File: src/rtl/larson_pkg.sv
// Shared types and helpers for the larson scanner sequencer.
// Holds the sequencer state encoding and the one-hot decoder used by the LED stage.
package larson_pkg;

    // Widest LED bar the one-hot helper can decode.
    localparam int unsigned MAX_LEDS = 64;

    typedef enum logic [2:0] {
        IDLE      = 3'd0,
        UP        = 3'd1,
        DWELL_TOP = 3'd2,
        DOWN      = 3'd3,
        DWELL_BOT = 3'd4
    } larson_state_e;

    function automatic logic [MAX_LEDS-1:0] onehot(input int unsigned idx);
        logic [MAX_LEDS-1:0] v;
        v = {{(MAX_LEDS-1){1'b0}}, 1'b1} << idx;
        return v;
    endfunction

endpackage

File: src/rtl/larson_tick_gen.sv
// Step-rate prescaler: emits a one-cycle tick every PRESCALE running cycles.
// The count freezes while i_run is low so a paused bar keeps its step grid.
module larson_tick_gen #(
    parameter int PRESCALE = 1024
) (
    input  logic i_clk,
    input  logic i_rst_n,
    input  logic i_run,
    input  logic i_clr,
    output logic o_tick
);

    localparam int CW = (PRESCALE > 1) ? $clog2(PRESCALE) : 1;
    localparam logic [CW-1:0] CNT_MAX = CW'(PRESCALE - 1);

    logic [CW-1:0] cnt;

    assign o_tick = i_run && (cnt == CNT_MAX);

    // NOTE: state registers use non-blocking assignments so every flop samples pre-edge values.
    always_ff @(posedge i_clk or negedge i_rst_n) begin
        if (!i_rst_n) begin
            cnt <= '0;
        end else if (i_clr) begin
            cnt <= '0;
        end else if (o_tick) begin
            cnt <= '0;
        end else if (i_run) begin
            cnt <= cnt + CW'(1);
        end
    end

endmodule

File: src/rtl/larson_scan_ctrl.sv
// Scanner light-bar sequencer: sweeps one lit LED up and down with a dwell at each end.
// Define LARSON_TRAIL_EN to also light the LED just behind the moving position.
module larson_scan_ctrl
    import larson_pkg::*;
#(
    parameter int N_LEDS   = 8,
    parameter int PRESCALE = 1024,
    parameter int DWELL    = 2
) (
    input  logic                      i_clk,
    input  logic                      i_rst_n,
    input  logic                      i_en,
    input  logic                      i_clr,
    input  logic                      i_invert,
    output logic [N_LEDS-1:0]         o_leds,
    output logic [$clog2(N_LEDS)-1:0] o_pos,
    output logic                      o_dir,
    output logic                      o_step
);

    localparam int PW = $clog2(N_LEDS);
    localparam int DW = (DWELL < 1) ? 1 : $clog2(DWELL + 1);
    localparam logic [PW-1:0] POS_MAX   = PW'(N_LEDS - 1);
    localparam logic [DW-1:0] DWELL_LD  = DW'(DWELL);

    larson_state_e state, state_n;
    logic [PW-1:0] pos, pos_n;
    logic [DW-1:0] dwell_cnt, dwell_n;
    logic          dir, dir_n;
    logic          step_n;
    logic          tick;
    logic          run;
    logic [N_LEDS-1:0] pattern;

    // The prescaler only advances once the sweep has started.
    assign run = i_en && (state != IDLE);

    larson_tick_gen #(
        .PRESCALE (PRESCALE)
    ) u_tick_gen (
        .i_clk   (i_clk),
        .i_rst_n (i_rst_n),
        .i_run   (run),
        .i_clr   (i_clr),
        .o_tick  (tick)
    );

    always_ff @(posedge i_clk or negedge i_rst_n) begin
        if (!i_rst_n) begin
            state     <= IDLE;
            pos       <= '0;
            dwell_cnt <= '0;
            dir       <= 1'b0;
            o_step    <= 1'b0;
        end else begin
            state     <= state_n;
            pos       <= pos_n;
            dwell_cnt <= dwell_n;
            dir       <= dir_n;
            o_step    <= step_n;
        end
    end

    // NOTE: every combinational output is defaulted first so no path can infer a latch.
    always_comb begin
        state_n = state;
        pos_n   = pos;
        dwell_n = dwell_cnt;
        dir_n   = dir;
        step_n  = 1'b0;

        if (i_clr) begin
            state_n = IDLE;
            pos_n   = '0;
            dwell_n = '0;
            dir_n   = 1'b0;
        end else begin
            unique case (state)
                IDLE: begin
                    pos_n = '0;
                    dir_n = 1'b0;
                    if (i_en) begin
                        state_n = UP;
                    end
                end
                UP: begin
                    if (tick) begin
                        pos_n  = pos + PW'(1);
                        step_n = 1'b1;
                        if (pos_n == POS_MAX) begin
                            state_n = DWELL_TOP;
                            dwell_n = DWELL_LD;
                            dir_n   = 1'b1;
                        end
                    end
                end
                DWELL_TOP: begin
                    dir_n = 1'b1;
                    if (tick) begin
                        if (dwell_cnt == '0) begin
                            state_n = DOWN;
                        end else begin
                            dwell_n = dwell_cnt - DW'(1);
                        end
                    end
                end
                DOWN: begin
                    if (tick) begin
                        pos_n  = pos - PW'(1);
                        step_n = 1'b1;
                        if (pos_n == '0) begin
                            state_n = DWELL_BOT;
                            dwell_n = DWELL_LD;
                            dir_n   = 1'b0;
                        end
                    end
                end
                DWELL_BOT: begin
                    dir_n = 1'b0;
                    if (tick) begin
                        if (dwell_cnt == '0) begin
                            state_n = UP;
                        end else begin
                            dwell_n = dwell_cnt - DW'(1);
                        end
                    end
                end
                default: begin
                    state_n = IDLE;
                    pos_n   = '0;
                    dwell_n = '0;
                    dir_n   = 1'b0;
                end
            endcase
        end
    end

    // LED pattern is built from the registered position, so o_leds trails o_pos by a cycle.
    always_comb begin
        pattern = N_LEDS'(onehot(32'(pos)));
`ifdef LARSON_TRAIL_EN
        if (state == UP && pos != '0) begin
            pattern = pattern | N_LEDS'(onehot(32'(pos) - 32'd1));
        end
        if (state == DOWN && pos != POS_MAX) begin
            pattern = pattern | N_LEDS'(onehot(32'(pos) + 32'd1));
        end
`endif
    end

    always_ff @(posedge i_clk or negedge i_rst_n) begin
        if (!i_rst_n) begin
            o_leds <= '0;
        end else begin
            o_leds <= pattern ^ {N_LEDS{i_invert}};
        end
    end

    assign o_pos = pos;
    assign o_dir = dir;

endmodule

File: config.mk
export PLATFORM = sky130hd
export DESIGN_NAME = larson_scan_ctrl
export DESIGN_NICKNAME = d
export VERILOG_FILES = /design/src/rtl/larson_pkg.sv /design/src/rtl/larson_tick_gen.sv /design/src/rtl/larson_scan_ctrl.sv
export SDC_FILE = /design/constraint.sdc
export NUM_CORES = 1
export LEC_CHECK = 0
export CORE_MARGIN = 4
export CORE_UTILIZATION = 62
export CTS_BUF_LIST = sky130_fd_sc_hd__clkbuf_2 sky130_fd_sc_hd__clkbuf_4 sky130_fd_sc_hd__clkbuf_8
export CTS_CLUSTER_DIAMETER = 30
export DETAILED_ROUTE_END_ITERATION = 16
export PLACE_DENSITY = 0.92
export SLEW_MARGIN = 10
export SYNTH_ARGS = -nofsm -noshare
export SYNTH_HDL_FRONTEND = slang
export SYNTH_SLANG_ARGS = --single-unit
File: constraint.sdc
create_clock -name i_clk -period 2.95 [get_ports i_clk]
set_clock_uncertainty 0.05 [all_clocks]
set_input_delay 0.59 -clock i_clk [delete_from_list [all_inputs] [get_ports i_clk]]
set_output_delay 0.59 -clock i_clk [all_outputs]
set_load 0.1 [all_outputs]
### After elaboration in Yosys (flattened, before gate mapping)

Index checks and enable logic that the tools add are counted.

* add/sub/neg operators: 4
* multiply operators: 0
* divide/modulo/power cells: 0
* $lt $le $gt $ge: 0
* equality and inequality tests: 19
* shift-type cells: 1
* muxes and demuxes: 35
* bitwise operators: 1
* reduce and logical (&&, ||, !) cells: 13

Operator list (number)
* $mux 3: 13
* $mux 10: 3
* $ne 3x3->1 const B: 10
* $pmux 3 s5: 1
* $mux 2: 7
* $add 10x1->10 const B: 1
* $eq 10x10->1 const B: 1
* $pmux 3 s3: 1
* $reduce_and 9->1: 1
* $mux 1: 8
* $pmux 2 s4: 1
* $shl 1x3->8 const A: 1
* $xor 8x8->8: 1
* $reduce_and 7->1: 1
* $eq 3x2->1 const B: 2
* $eq 3x3->1 const B: 2
* $logic_not 3->1: 2
* $reduce_bool 3->1: 2
* $reduce_and 4->1: 1
* $reduce_or 2->1: 2
* $add 3x1->3 const B: 1
* $eq 3x1->1 const B: 1
* $ne 3x1->1 const B: 1
* $pmux 1 s3: 1
* 7 further kinds: 8

* bits in registers: 28
* bits in latches: 0
* bits in writable memories: 0
* ROM bits: 0
* bits of input ports: 5
* memories: 0

### Longest topological paths before layout

Gate-level depths: netlist (run 1).

* depth in word-level cells: 6
* mapped depth: 7
* mapped depth without buffers: 7

### Cells and area by module

Synthesis (run 1) repeated with hierarchy kept, for this count alone.

* cell total of the unflattened synthesis: 172
* area, all modules: 1706.6 sq um

Modules (own cells, without submodules)
* larson_scan_ctrl: instances 1, cells each 117, area an instance 1158.6 sq um
* larson_tick_gen: instances 1, cells each 55, area an instance 548.0 sq um

### Worst setup path before layout (run 1)

Ideal clock, no wire load.

* kind: reg2reg
* from: register pos[0] (netlist: o_pos[0])
* to: register state[2]
* arrival: 2.347 ns
* required time: 2.790 ns
* slack: 0.443 ns
* stages on the path, launching flop included: 8
* buffers on the path: 0
* clock period less this slack: 2.507 ns
* path through: dfrtp_1 inv_1 ha_1 xnor2_1 a31oi_1 o2bb2ai_1 o21ai_0 o41ai_1

* cells in the longest elaborated chain, start to end: 4

RTL lines
* from (decl): RTL line larson_scan_ctrl.sv:27 `logic [PW-1:0] pos, pos_n;`
* from (signal assigned): RTL line larson_scan_ctrl.sv:57 `pos <= pos_n;`
* $add 3x1->3 or $sub 3x1->3 (tied branches): RTL line larson_scan_ctrl.sv:88, larson_scan_ctrl.sv:109
* $eq 3x3->1 or $logic_not 3->1 (tied branches): RTL line larson_scan_ctrl.sv:90, larson_scan_ctrl.sv:111
* $ne 3x3->1 (no source line)
* $reduce_and 9->1 (no source line) *
* to (signal assigned): RTL line larson_scan_ctrl.sv:56 `state <= state_n;`
* to (decl): RTL line larson_scan_ctrl.sv:26 `larson_state_e state, state_n;`

Every way passes the cells marked *; elsewhere a longest branch is shown, timed or not.
A chain may end at the register's enable or synchronous reset.

### Final worst setup path (run 1)

* from: input i_en
* to: register dwell_cnt[1]

* cells in the longest elaborated chain, start to end: 4

RTL lines
* from (decl): RTL line larson_scan_ctrl.sv:12 `input logic i_en,`
* $logic_and 1x1->1 *: RTL line larson_scan_ctrl.sv:36 `assign run = i_en && (state != IDLE);`
* $logic_and 1x1->1 *: RTL line larson_tick_gen.sv:18 `assign o_tick = i_run && (cnt == CNT_MAX);`
* $ne 3x1->1 (no source line) or $ne 3x3->1 (tied branches)
* $reduce_and 7->1 (no source line) *
* to (signal assigned): RTL line larson_scan_ctrl.sv:58 `dwell_cnt <= dwell_n;`
* to (decl): RTL line larson_scan_ctrl.sv:28 `logic [DW-1:0] dwell_cnt, dwell_n;`

Marked as above.

==> impl_metrics.json, run 1 <==
{
  "wirelength_mm": 3.36,
  "dr.pass1.iters": 7,
  "die_h_um": 59.1,
  "status": "completed",
  "io_buffers": 17,
  "htreeDepth": 1,
  "antennaDiodeCount": 0,
  "io-pin-count": 18,
  "drtIter0Drc": 35,
  "cts.sinks": 28,
  "synth_area_leaders": "dfrtp_1 (43%), ha_1 (8.5%), xnor2_1 (6.0%)",
  "area_growth_syn_to_layout_pct": 12.2,
  "start_util": 0.653,
  "ys_seq_area_frac": 0.433,
  "fp.dieW_um": 59.1,
  "critPathKind": "input pin to flip-flop",
  "reg2reg_from": "o_pos[0]$_DFFE_PN0P_",
  "syn-num-nets": 182,
  "syn_inst": 166,
  "startpoint": "i_en",
  "placementRows": 18,
  "final_cell_mix": "dfrtp_1 (28), nand2_1 (21), buf_4 (17), inv_1 (12)",
  "grt_pass1_wl_mm": 5.83,
  "finalSetupTns_ps": 0,
  "met1_usage": 0.269,
  "slew_headroom": 0.541,
  "cts-root-buf": "clkbuf_4",
  "layout.nets": 201,
  "clk_latency_ps": 320,
  "holdCritStartpoint": "dwell_cnt[1]$_DFFE_PN0P_",
  "ys_ff_latch": 28,
  "grt.total_usage": 0.217,
  "rsz0062_at_grt": "no",
  "core_um2": 2480,
  "irDropWorstVdd_uv": 407,
  "cts_buffer_depth": 2,
  "yosys.area.top_type_share": 0.433,
  "final_max_slew_viol_count": 0,
  "nFillCells": 175,
  "final_core_util": 0.732,
  "grt_max_degree": 29,
  "grt_util_met3": 0.0523,
  "maxCapViolCount": 0,
  "drc": 0,
  "start_kind": "input pin",
  "critical_path_required_ps": 3120,
  "setup_viol_count_final": 0,
  "arrival_ps": 2360,
  "power_density_nw_per_um2": 415,
  "avgViaCountPerCell": 6.04,
  "period_minus_slack_ps": 2180,
  "ys_types": 37,
  "synth-edff-count": 0,
  "hp-class": "flip-flop to flip-flop",
  "layout_commonest_cell": "dfrtp_1",
  "cts_tree": "built",
  "async_reset_ff_frac": 1.00,
  "worstMarginPinSlew_ps": 689,
  "drtAntennaViolNets": 0,
  "cp-end-kind": "flip-flop",
  "dp.cells": 210,
  "wl_per_cell_um": 15.8,
  "p_leak_nw": 0.824,
  "final_cells": 213,
  "grt_pass1_vias": 1333,
  "final-hold-violation-count": 0,
  "cts_hold_buf": 0,
  "finalCritPeriodShare": 0.740,
  "dieArea_um2": 3490,
  "path_max_fanout": 5,
  "drive_above_1_share": 0.137,
  "routed-via-count": 1286,
  "antenna_found_initial": 0,
  "cts-resized-gates": 0,
  "syn_area_per_cell_um2": 9.74,
  "dp_hpwl_mm": 2.47,
  "yosysTopAreaCell": "dfrtp_1",
  "cts_buffers": 3,
  "netlist_area_um2": 1620,
  "ys.flop_type": "dfrtp_1",
  "path_clk_slew_ps": 130,
  "ys.warnings.count": 0,
  "grt-ovfl-total": 0,
  "cts_setup_buffers": 0,
  "use_met2": 0.368,
  "finalWeightedCongestion": 0.846,
  "grt-busiest-layer": "met2",
  "fmax_mhz": 458
}
[layout make-up]
cell class	instances	area (um^2)	area share
Clock buffer	3	22.5	0.0124
Inverter	12	45.0	0.0248
Multi-Input combinational cell	119	841	0.463
Sequential cell	28	701	0.386
Tap cell	30	37.5	0.0207
Timing Repair Buffer	21	168	0.0924
[Yosys cell counts, types with 3 or more instances]
cell,count
dfrtp_1,28
inv_1,12
xor2_1,9
buf_2,3
clkbuf_1,3
nand3_1,3
a21oi_1,5
mux2i_1,3
nor2_1,10
nand4_1,5
xnor2_1,11
o21ai_0,10
ha_1,11
nand2_1,21
nor3_1,10
[power by group]
group / switching [mW] / leakage, nW / internal [mW]
clock network: 0.103 / 0.0138 / 0.0479
logic: 0.131 / 0.441 / 0.0505
registers: 0.0191 / 0.369 / 0.401
[per-stage QoR]
step | setup slack [ps] | power, mW | hold slack [ps] | area, um^2
2_1_floorplan | 443 | 0.559 | 244 | 1620
3_3_place_gp | 514 | 0.600 | 468 | 1790
3_5_place_dp | 441 | 0.607 | 488 | 1790
4_1_cts | 772 | 0.754 | 512 | 1810
5_1_grt | 667 | 0.793 | 531 | 1810
6_report | 766 | 0.752 | 508 | 1810
[flip-flops by register name, summed over array words and instances, names as in the netlist]
register	count
u_tick_gen.cnt	10
o_dir	1
o_pos	3
state	3
o_leds	8
o_step	1
dwell_cnt	2
[metal layers]
layer | vias up | wire, um | share of wire
met1 | 608 | 1340 | 0.40
met4 | 0 | 79 | 0.024
met2 | 64 | 1670 | 0.50
met5 | - | 0 | 0
li1 | 600 | - | -
met3 | 14 | 268 | 0.080
[worst paths after layout]
| check | end | slack [ps] | cells after the start |
|---|---|---|---|
| worst max-delay path | dwell_cnt[1]$_DFFE_PN0P_ | 770 | 6 |
| worst min-delay path | dwell_cnt[1]$_DFFE_PN0P_ | 510 | 2 |
| worst max register to register | state[2]$_DFFE_PN0P_ | 810 | 7 |
| worst min register to register | dwell_cnt[1]$_DFFE_PN0P_ | 510 | 2 |
| max in group asynchronous | u_tick_gen.cnt[5]$_DFFE_PN0P_ | 2010 | 2 |
| min in group asynchronous | o_leds[7]$_DFF_PN0_ | 580 | 2 |
[cells by family after synthesis]
family | after synthesis | synth area share
AO/OA/AOI/OAI | 30 | 0.129
XOR/XNOR | 20 | 0.108
adder cells (fa/ha/maj) | 12 | 0.0913
buffers and inverters | 19 | 0.0464
flip-flops | 28 | 0.433
multiplexers | 3 | 0.0186
AND/OR/NAND/NOR | 54 | 0.173
[critical path: stages]
cell and delay (ps):
clkdlybuf4s50_1 540, nand3_1 180, or4_4 570, o21ai_4 220
o211ai_2 120, mux2i_1 120
(Power assumes the default switching activity.)
==> run 2: changes to the inputs <==
--- a/config.mk
+++ b/config.mk
@@ -6,11 +6,11 @@
 export NUM_CORES = 1
 export LEC_CHECK = 0
 export CORE_MARGIN = 4
-export CORE_UTILIZATION = 62
+export CORE_UTILIZATION = 52
 export CTS_BUF_LIST = sky130_fd_sc_hd__clkbuf_2 sky130_fd_sc_hd__clkbuf_4 sky130_fd_sc_hd__clkbuf_8
 export CTS_CLUSTER_DIAMETER = 30
 export DETAILED_ROUTE_END_ITERATION = 16
-export PLACE_DENSITY = 0.92
+export PLACE_DENSITY = 0.83
 export SLEW_MARGIN = 10
 export SYNTH_ARGS = -nofsm -noshare
 export SYNTH_HDL_FRONTEND = slang
==> constraint.sdc (replaced) <==
create_clock -name i_clk -period 2 [get_ports i_clk]
set_clock_uncertainty 0.05 [all_clocks]
set_input_delay 0.4 -clock i_clk [delete_from_list [all_inputs] [get_ports i_clk]]
set_output_delay 0.4 -clock i_clk [all_outputs]
set_load 0.1 [all_outputs]
==> impl_metrics.json, run 2 (synthesis results as in run 1) <==
{
  "status": "completed",
  "r2r.worst_path.cells": 7,
  "grt_pass1_vias": 1357,
  "final_max_slew_viol_count": 0,
  "final_cells": 232,
  "arrival_ps": 2050,
  "dr.pass1.iters": 4,
  "cts.sinks": 28,
  "dp.cells": 225,
  "layout.nets": 218,
  "io_buffers": 17,
  "dp_hpwl_mm": 2.52,
  "drc": 0,
  "grt.total_usage": 0.187,
  "die_h_um": 63.8,
  "final_core_util": 0.723,
  "max_stage_delay_ps": 520,
  "cts-root-buf": "clkbuf_4",
  "irDropWorstVdd_uv": 421,
  "grt_pass1_wl_mm": 6.05,
  "path_clk_slew_ps": 150,
  "area_growth_syn_to_layout_pct": 27.6,
  "fp.dieW_um": 63.8,
  "drtAntennaViolNets": 0,
  "htreeDepth": 1,
  "finalCritPeriodShare": 0.936,
  "fmax_mhz": 534,
  "cts_buffer_depth": 2,
  "maxCapViolCount": 0,
  "worstMarginPinSlew_ps": 432,
  "path_max_fanout": 4,
  "io-pin-count": 18,
  "antenna_found_initial": 0,
  "largest_register_ffs": 10,
  "cts_tree": "built",
  "cp-end-kind": "flip-flop",
  "wirelength_mm": 3.51,
  "hp-class": "input pin to asynchronous set/reset pin",
  "grt_max_degree": 29,
  "holdWs_ps": 361,
  "cts_hold_buf": 0,
  "grt-ovfl-total": 0,
  "critical_path_required_ps": 2180,
  "layout_commonest_cell": "buf_4",
  "crit_path_top_delay_cell": "dfrtp_4",
  "largest-register": "u_tick_gen.cnt",
  "cts_buffers": 3,
  "antennaDiodeCount": 0,
  "final-hold-violation-count": 0,
  "dieArea_um2": 4060,
  "power_density_nw_per_um2": 586,
  "drtIter0Drc": 67,
  "routed-via-count": 1323,
  "wl_per_cell_um": 15.1,
  "placementRows": 19,
  "period_minus_slack_ps": 1870,
  "p_leak_nw": 0.922,
  "finalSetupTns_ps": 0,
  "rsz0062_at_grt": "no",
  "reg.largest.list": "u_tick_gen.cnt x10, o_leds x8",
  "start_kind": "flip-flop",
  "drive_above_1_share": 0.259,
  "core_um2": 2850,
  "crit_path_cell_trace": "ha_2 > ha_4 > nor3b_2 > a31oi_4 > o2bb2ai_4 > o21ai_0 > o41ai_1",
  "setup_viol_count_final": 0,
  "regArea_um2": 712,
  "avgViaCountPerCell": 5.70,
  "finalWeightedCongestion": 0.886,
  "start_util": 0.567,
  "slew_headroom": 0.711,
  "nFillCells": 198,
  "critPathKind": "flip-flop to flip-flop",
  "final_cell_mix": "buf_4 (31), dfrtp_1 (25), nand2_1 (21), inv_1 (12), xnor2_1 (11)",
  "multi_input_area_um2": 897,
  "finalPower_mw": 1.21,
  "clk_latency_ps": 330
}
-- run 2: worst paths after layout --
kind | endpoint | slack (ps) | start
max in group asynchronous | o_pos[2]$_DFFE_PN0P_ | 1260 | i_rst_n
worst max register to register | state[2]$_DFFE_PN0P_ | 130 | o_pos[0]$_DFFE_PN0P_
worst max-delay path | state[2]$_DFFE_PN0P_ | 130 | o_pos[0]$_DFFE_PN0P_
worst min-delay path | u_tick_gen.cnt[9]$_DFFE_PN0P_ | 360 | i_rst_n
min in group i_clk | o_dir$_DFFE_PN0P_ | 500 | o_dir$_DFFE_PN0P_
worst min register to register | o_dir$_DFFE_PN0P_ | 500 | o_dir$_DFFE_PN0P_
-- run 2: critical path: cells and delay by family, from the launching register on --
family          cells  cell delay [ps]
compound gates      4              550
fa+ha+maj           2              440
flops               1              520
simple gates        1              220
-- run 2: layer usage --
| metal | GRT usage | part of all wire | vias to the layer above | routed length, um |
|---|---|---|---|---|
| met2 | 0.318 | 0.50 | 40 | 1770 |
| li1 | - | - | 635 | - |
| met1 | 0.233 | 0.43 | 640 | 1510 |
| met4 | 0.0863 | 0.020 | 0 | 72 |
| met3 | 0.0298 | 0.047 | 8 | 166 |
| met5 | 0 | 0 | - | 0 |
-- run 2: power by group --
part | leakage, nW | internal (mW) | total [mW] | switching (mW)
Sequential | 0.363 | 0.592 | 0.619 | 0.0277
Clock | 0.0210 | 0.112 | 0.281 | 0.170
Combinational | 0.538 | 0.104 | 0.308 | 0.204
Total | 0.922 | 0.807 | 1.21 | 0.402
-- run 2: final cells by class --
cell class	count	area share
flip-flops and latches	28	0.345
clock buffers	4	0.0176
inverters	12	0.0218
well taps	31	0.0188
multi-input cells	119	0.435
repair buffers	38	0.161
-- run 2: metrics by stage --
stage / setup slack, ps / cell area (um^2)
2_1_floorplan: 10.9 / 1640
3_3_place_gp: -163 / 1960
3_5_place_dp: -203 / 1960
4_1_cts: 7.11 / 2020
5_1_grt: 43.8 / 2060
6_report: 128 / 2060
-- run 2: repair_timing --
action	4_1_cts	5_1_grt
gates cloned	0	0
setup buffers	1	2
gates resized for setup	2	3
endpoints found under the setup margin	1	6
pin swaps	1	4
